<file path="src/rtl/alu_pkg.sv">
`default_nettype none
// ============================================================================
// Module      : alu_pkg
// Description : Op codes, FSM state encoding and op-class helper shared by
//               the multicycle ALU and its combinational core.
// Revision    : 1.0 - initial release
// ============================================================================
package alu_pkg;

    localparam logic [4:0] c_op_pass_a = 5'h00;
    localparam logic [4:0] c_op_pass_b = 5'h01;
    localparam logic [4:0] c_op_and    = 5'h02;
    localparam logic [4:0] c_op_or     = 5'h03;
    localparam logic [4:0] c_op_xor    = 5'h04;
    localparam logic [4:0] c_op_add    = 5'h05;
    localparam logic [4:0] c_op_adc    = 5'h06;
    localparam logic [4:0] c_op_cmp    = 5'h07;
    localparam logic [4:0] c_op_sub    = 5'h08;
    localparam logic [4:0] c_op_sbb    = 5'h09;
    localparam logic [4:0] c_op_sll    = 5'h0A;
    localparam logic [4:0] c_op_srl    = 5'h0B;
    localparam logic [4:0] c_op_sra    = 5'h0C;
    localparam logic [4:0] c_op_rlc    = 5'h0D;
    localparam logic [4:0] c_op_rrc    = 5'h0E;
    localparam logic [4:0] c_op_not    = 5'h0F;
    localparam logic [4:0] c_op_mul    = 5'h10;
    localparam logic [4:0] c_op_divu   = 5'h11;

    typedef enum logic [1:0] {
        ST_IDLE = 2'd0,
        ST_RUN  = 2'd1,
        ST_DONE = 2'd2
    } state_t;

    typedef enum logic [1:0] {
        CLS_SINGLE  = 2'd0,
        CLS_MULTI   = 2'd1,
        CLS_ILLEGAL = 2'd2
    } op_class_t;

    function automatic op_class_t op_class(input logic [4:0] op);
        if (op[4] == 1'b0) begin
            return CLS_SINGLE;
        end else if (op == c_op_mul || op == c_op_divu) begin
            return CLS_MULTI;
        end else begin
            return CLS_ILLEGAL;
        end
    endfunction

endpackage
`default_nettype wire

</file>
<file path="src/rtl/alu_core.sv">
`default_nettype none
// ============================================================================
// Module      : alu_core
// Description : Combinational single-cycle ALU (ops 0x00-0x0F) with flags.
// Revision    : 1.0 - initial release
// ============================================================================
module alu_core
    import alu_pkg::*;
#(
    parameter int WIDTH = 8
) (
    input  logic [4:0]       op,
    input  logic [WIDTH-1:0] a,
    input  logic [WIDTH-1:0] b,
    input  logic             cin,
    output logic [WIDTH-1:0] res,
    output logic             cout,
    output logic             zout,
    output logic             nout
);

    logic [WIDTH:0] w_ext;
    logic [WIDTH:0] w_cin_ext;

    assign w_cin_ext = {{WIDTH{1'b0}}, cin};

    always_comb begin
        w_ext = '0;
        res   = a;
        cout  = cin;
        zout  = 1'b0;
        nout  = 1'b0;
        case (op)
            c_op_pass_a: res = a;
            c_op_pass_b: res = b;
            c_op_and:    res = a & b;
            c_op_or:     res = a | b;
            c_op_xor:    res = a ^ b;
            c_op_add: begin
                w_ext = {1'b0, a} + {1'b0, b};
                res   = w_ext[WIDTH-1:0];
                cout  = w_ext[WIDTH];
            end
            c_op_adc: begin
                w_ext = {1'b0, a} + {1'b0, b} + w_cin_ext;
                res   = w_ext[WIDTH-1:0];
                cout  = w_ext[WIDTH];
            end
            c_op_cmp:    res = a;
            // Bit WIDTH of the extended difference is the borrow
            c_op_sub: begin
                w_ext = {1'b0, a} - {1'b0, b};
                res   = w_ext[WIDTH-1:0];
                cout  = w_ext[WIDTH];
            end
            c_op_sbb: begin
                w_ext = {1'b0, a} - {1'b0, b} - w_cin_ext;
                res   = w_ext[WIDTH-1:0];
                cout  = w_ext[WIDTH];
            end
            c_op_sll: begin
                res  = {a[WIDTH-2:0], 1'b0};
                cout = a[WIDTH-1];
            end
            c_op_srl: begin
                res  = {1'b0, a[WIDTH-1:1]};
                cout = a[0];
            end
            c_op_sra: begin
                res  = {a[WIDTH-1], a[WIDTH-1:1]};
                cout = a[0];
            end
            c_op_rlc: begin
                res  = {a[WIDTH-2:0], cin};
                cout = a[WIDTH-1];
            end
            c_op_rrc: begin
                res  = {cin, a[WIDTH-1:1]};
                cout = a[0];
            end
            c_op_not:    res = ~a;
            default: begin
                res  = '0;
                cout = 1'b0;
            end
        endcase

        if (op == c_op_cmp) begin
            cout = (a > b);
            zout = (a == b);
            nout = (a < b);
        end else begin
            zout = (res == '0);
            nout = res[WIDTH-1];
        end
    end

endmodule
`default_nettype wire

</file>
<file path="src/rtl/multicycle_alu.sv">
`default_nettype none
// ============================================================================
// Module      : multicycle_alu
// Description : Sequenced ALU: single-cycle ops via alu_core, shift-add MUL
//               and restoring DIVU at one bit per cycle.
// Revision    : 1.0 - initial release
// ============================================================================
module multicycle_alu
    import alu_pkg::*;
#(
    parameter int WIDTH = 8
) (
    input  logic             clk,
    input  logic             rst,
    input  logic             start,
    input  logic [4:0]       op,
    input  logic [WIDTH-1:0] a,
    input  logic [WIDTH-1:0] b,
    input  logic             cin,
    output logic             busy,
    output logic             done,
    output logic [WIDTH-1:0] res_lo,
    output logic [WIDTH-1:0] res_hi,
    output logic             cout,
    output logic             zout,
    output logic             nout,
    output logic             vout
);

    localparam int              CW     = $clog2(WIDTH);
    localparam logic [CW-1:0]   C_LAST = CW'(WIDTH - 1);

    state_t           r_state;
    logic [CW-1:0]    r_cnt;
    logic             r_is_div;
    logic [WIDTH-1:0] r_acc;
    logic [WIDTH-1:0] r_q;
    logic [WIDTH-1:0] r_b;

    logic [WIDTH-1:0] w_core_res;
    logic             w_core_cout;
    logic             w_core_zout;
    logic             w_core_nout;

    logic [WIDTH:0]   w_mul_sum;
    logic [WIDTH:0]   w_div_shift;
    logic [WIDTH-1:0] w_div_trial;
    logic             w_div_ge;
    logic [WIDTH-1:0] w_acc_nxt;
    logic [WIDTH-1:0] w_q_nxt;

    alu_core #(
        .WIDTH (WIDTH)
    ) u_core (
        .op   (op),
        .a    (a),
        .b    (b),
        .cin  (cin),
        .res  (w_core_res),
        .cout (w_core_cout),
        .zout (w_core_zout),
        .nout (w_core_nout)
    );

    // {r_acc, r_q} is the product / {remainder, quotient} register pair.
    // With b == 0 every trial succeeds, which naturally yields an all-ones
    // quotient and a remainder equal to the dividend.
    always_comb begin
        w_mul_sum   = {1'b0, r_acc} + (r_q[0] ? {1'b0, r_b} : {(WIDTH+1){1'b0}});
        w_div_shift = {r_acc, r_q[WIDTH-1]};
        w_div_ge    = (w_div_shift >= {1'b0, r_b});
        w_div_trial = w_div_shift[WIDTH-1:0] - r_b;
        if (r_is_div) begin
            w_acc_nxt = w_div_ge ? w_div_trial : w_div_shift[WIDTH-1:0];
            w_q_nxt   = {r_q[WIDTH-2:0], w_div_ge};
        end else begin
            w_acc_nxt = w_mul_sum[WIDTH:1];
            w_q_nxt   = {w_mul_sum[0], r_q[WIDTH-1:1]};
        end
    end

    always_ff @(posedge clk) begin
        if (rst) begin
            r_state  <= ST_IDLE;
            r_cnt    <= '0;
            r_is_div <= 1'b0;
            r_acc    <= '0;
            r_q      <= '0;
            r_b      <= '0;
            busy     <= 1'b0;
            done     <= 1'b0;
            res_lo   <= '0;
            res_hi   <= '0;
            cout     <= 1'b0;
            zout     <= 1'b0;
            nout     <= 1'b0;
            vout     <= 1'b0;
        end else begin
            done <= 1'b0;
            case (r_state)
                ST_IDLE: begin
                    if (start) begin
                        busy <= 1'b1;
                        if (op_class(op) == CLS_MULTI) begin
                            r_state  <= ST_RUN;
                            r_cnt    <= '0;
                            r_is_div <= (op == c_op_divu);
                            r_acc    <= '0;
                            r_q      <= a;
                            r_b      <= b;
                        end else begin
                            r_state <= ST_DONE;
                            done    <= 1'b1;
                            res_hi  <= '0;
                            if (op_class(op) == CLS_SINGLE) begin
                                res_lo <= w_core_res;
                                cout   <= w_core_cout;
                                zout   <= w_core_zout;
                                nout   <= w_core_nout;
                                vout   <= 1'b0;
                            end else begin
                                res_lo <= '0;
                                cout   <= 1'b0;
                                zout   <= 1'b1;
                                nout   <= 1'b0;
                                vout   <= 1'b1;
                            end
                        end
                    end
                end
                ST_RUN: begin
                    r_acc <= w_acc_nxt;
                    r_q   <= w_q_nxt;
                    r_cnt <= r_cnt + CW'(1);
                    if (r_cnt == C_LAST) begin
                        r_state <= ST_DONE;
                        done    <= 1'b1;
                        res_lo  <= w_q_nxt;
                        res_hi  <= w_acc_nxt;
                        if (r_is_div) begin
                            cout <= 1'b0;
                            zout <= (w_q_nxt == '0);
                            nout <= w_q_nxt[WIDTH-1];
                            vout <= (r_b == '0);
                        end else begin
                            cout <= (w_acc_nxt != '0);
                            zout <= ({w_acc_nxt, w_q_nxt} == '0);
                            nout <= w_acc_nxt[WIDTH-1];
                            vout <= 1'b0;
                        end
                    end
                end
                ST_DONE: begin
                    r_state <= ST_IDLE;
                    busy    <= 1'b0;
                end
                default: begin
                    r_state <= ST_IDLE;
                    busy    <= 1'b0;
                end
            endcase
        end
    end

endmodule
`default_nettype wire

</file>
<file path="config.mk">
export PLATFORM = sky130hd
export DESIGN_NAME = multicycle_alu
export DESIGN_NICKNAME = d
export VERILOG_FILES = /design/src/rtl/alu_pkg.sv /design/src/rtl/alu_core.sv /design/src/rtl/multicycle_alu.sv
export SDC_FILE = /design/constraint.sdc
export NUM_CORES = 1
export LEC_CHECK = 0
export BUFFER_PORTS_ARGS = -buffer_cell sky130_fd_sc_hd__buf_2
export CAP_MARGIN = 25
export CORE_AREA = 2 2 102 104
export DETAILED_ROUTE_END_ITERATION = 16
export DIE_AREA = 0 0 104 106
export GPL_TIMING_DRIVEN = 0
export PLACE_DENSITY = 0.8
export SETUP_SLACK_MARGIN = 0.2
export SLEW_MARGIN = 10
export SYNTH_ARGS = -nofsm -noshare
export SYNTH_HDL_FRONTEND = slang
export SYNTH_SLANG_ARGS = --single-unit
export TNS_END_PERCENT = 10
</file>
<file path="constraint.sdc">
create_clock -name clk -period 3.8 [get_ports clk]
set_input_delay 0.19 -clock clk [delete_from_list [all_inputs] [get_ports clk]]
set_output_delay 0.19 -clock clk [all_outputs]
set_load 0.005 [all_outputs]
</file>
==> results.json <==
{
  "diodes": 0,
  "async_flop_share_pct": 0,
  "die_w_um": 104,
  "totalWireLength_mm": 17.8,
  "rsz0062_at_grt": "false",
  "grt_start_max_net_pins": 18,
  "port_buffers": 44,
  "seq_area_frac_synth_pct": 19.3,
  "drt-pass1-iter-count": 5,
  "core-area_sq_um": 10000,
  "finalSetupTns_ps": 0,
  "rows": 37,
  "yosysTopAreaCell": "dfxtp_1",
  "yosys-top-cells-area": "dfxtp_1, ha_1, nor2_1, a21oi_1, nand2_1",
  "drcViolationCount": 0,
  "crit_top_cell": "inv_1",
  "grt-ovfl-total": 0,
  "synth.avg_cell_area_sq_um": 7.36,
  "synth_common_cells": "nor2_1, a21oi_1, dfxtp_1, ha_1, nand2_1",
  "num_vias": 5906,
  "synth_most_common_cell": "nor2_1",
  "cts_sinks": 52,
  "p_total_mw": 1.41,
  "cts_hold_buf": 0,
  "cts_tree": "done",
  "grt_pass1_wl_mm": 28.4,
  "drive_above_1_share_pct": 12.7,
  "pin_count": 47,
  "area_growth_pct": 9.42,
  "crit_path_end_kind": "flip-flop",
  "die_y_um": 106,
  "fin_crit_sh_pct": 88.0,
  "max-vdd-ir-drop_uv": 174,
  "nNetsFinal": 861,
  "routabilityCongestion": 1.04,
  "clock.fmax_mhz": 299,
  "synth_nets": 808,
  "drt-wirelength-per-cell_um": 19.3,
  "grt_pass1_vias": 5585,
  "final-max-slew-violation-count": 0,
  "worst_pin_slew_ps": 932,
  "p_leak_nw": 2.38,
  "cts_made_buffers": 5,
  "start_kind": "flip-flop",
  "pre_cts_slack_ps": 355,
  "drv_cap": 0,
  "synth_edf_count": 0,
  "setup_violations": 0,
  "initial_core_util_pct": 53.9,
  "antenna_found_initial": 0,
  "cts_root_buf": "clkbuf_8",
  "ctsHtreeMaxLevel": 2,
  "clock_latency_ps": 320,
  "detail-route-antenna-nets": 0,
  "hp-class": "in2reg",
  "place_hpwl_mm": 14.1,
  "ys.flop_type": "dfxtp_1",
  "post-cts-setup-buffers": 0,
  "cts.path.max_buffers": 2,
  "postLayoutCellArea_sq_um": 5900,
  "path_cells": "inv_1, ha_1, inv_1, fa_1, a21o_1, a211o_1, o211ai_1, a211oi_1, a311o_1, nand4b_1, nor4_1, or3_1, a211oi_2",
  "min_period_ps": 3350,
  "path_clk_slew_ps": 100,
  "synth_area_sq_um": 5390,
  "synth_top_area_share_pct": 19.3,
  "max_slew_margin_pct": 37.9,
  "slowest_stage": "nor4_1",
  "yosys_warnings": 0,
  "arrival_ps": 3540,
  "placed_area_sq_um": 5810,
  "cp_max_fo": 3,
  "synth_seq_cells": 52,
  "clock_skew_ps": 10.2,
  "netlist_instances": 732,
  "layout_setup_ws_ps": 455,
  "via_per_inst": 6.41,
  "dieArea_sq_um": 11000,
  "yosysUniqueCellTypes": 75,
  "critical_path.max_stage_delay_ps": 510,
  "p_per_area_nw_per_um2": 238,
  "track_usage_pct": 31.8,
  "drtIter0Drc": 616,
  "status": "finished clean",
  "cts_resized": 0,
  "cp.required_ps": 3990,
  "finalHoldViolCount": 0,
  "worstSetupPathType": "reg2reg"
}
flip-flops by register name, summed over array words and instances, names as in the netlist:
| name | flops |
|---|---|
| done | 1 |
| r_b | 8 |
| r_acc | 8 |
| zout | 1 |
| r_is_div | 1 |
| res_lo | 8 |
| nout | 1 |
| r_q | 8 |
| r_cnt | 3 |
| res_hi | 8 |
| cout | 1 |
| r_state | 2 |
| vout | 1 |
| busy | 1 |
logic make-up (layout without fill, tap and decap cells):
group / after synthesis / in the layout / synth area share (%)
AOI/OAI and AO/OA: 219 / 219 / 28.2
xor gates and xnor gates: 26 / 26 / 4.36
adders and majority gates: 51 / 51 / 12.4
buffers and inverters: 88 / 142 / 6.75
DFF: 52 / 52 / 19.3
muxes: 10 / 10 / 1.86
and+or+nand+nor: 286 / 286 / 27.1
cell usage in the layout, fill, tap and decap left out, drive strengths merged, types with 6 or more instances in the layout:
| cell | synthesis | final |
|---|---|---|
| o21a | 10 | 10 |
| nor3 | 25 | 25 |
| o21ai | 18 | 18 |
| nand2 | 46 | 46 |
| a21oi | 74 | 74 |
| o2111ai | 7 | 7 |
| a21o | 7 | 7 |
| ha | 47 | 47 |
| inv | 45 | 46 |
| nand3b | 9 | 9 |
| a211oi | 25 | 25 |
| o211ai | 10 | 10 |
| xnor2 | 14 | 14 |
| buf | 20 | 66 |
| mux2i | 10 | 10 |
| nor2b | 7 | 7 |
| and2 | 10 | 10 |
| nand2b | 10 | 10 |
| xor2 | 12 | 12 |
| nand4 | 11 | 11 |
| or3b | 6 | 6 |
| nor2 | 98 | 98 |
| nor4 | 12 | 12 |
| dfxtp | 52 | 52 |
| nand3 | 24 | 24 |
| a22oi | 17 | 17 |
| or3 | 8 | 8 |
| a221oi | 6 | 6 |
| clkbuf | 22 | 27 |
path summary, 6_finish.rpt:
kind | cells after the start | from | slack, ps | to
min reg2reg | 2 | res_lo[6] | 450 | res_lo[6]
min | 2 | rst | 210 | vout
max | 13 | r_q[7] | 450 | cout
max reg2reg | 13 | r_q[7] | 450 | cout
report_power, final:
part / switching (mW) / internal (mW) / leakage [nW]
clock: 0.195 / 0.131 / 0.0445
sequential: 0.00975 / 0.561 / 0.422
combinational: 0.323 / 0.186 / 1.91
per-layer routing:
metal / global-route usage [%] / up-vias / share of wire [%] / routed length, um
met3: 3.86 / 41 / 9.3 / 1660
met5: 0 / - / 0 / 0
met4: 10.0 / 0 / 2.8 / 496
met2: 53.3 / 316 / 46 / 8210
li1: - / 2795 / - / -
met1: 42.6 / 2754 / 42 / 7450
critical path: cells and delay by family, from the launching register on:
family	cells	cell delay [ps]
and+or+nand+nor	3	920
DFF	1	350
adders and majority gates	2	670
AOI/OAI and AO/OA	6	1120
buffers and inverters	2	170
layout make-up:
class	instances	area (sq um)
fill	1003	4100
multi-input combinational	592	4000
sequential	52	1040
timing repair buffer	46	235
buffer	42	191
inverter	46	173
tap	136	170
clock buffer	5	68.8
clock inverter	3	21.3
per-stage QoR:
| step | hold slack [ps] | cells | utilization, % |
|---|---|---|---|
| 2_1_floorplan | 442 | 732 | - |
| 3_3_place_gp | 437 | 912 | 57.8 |
| 3_5_place_dp | 442 | 914 | 58.1 |
| 4_1_cts | 232 | 922 | 59.0 |
| 5_1_grt | 294 | 922 | 59.0 |
| 6_report | 215 | 922 | 59.0 |
No activity file was read; power rests on OpenSTA's default activity.
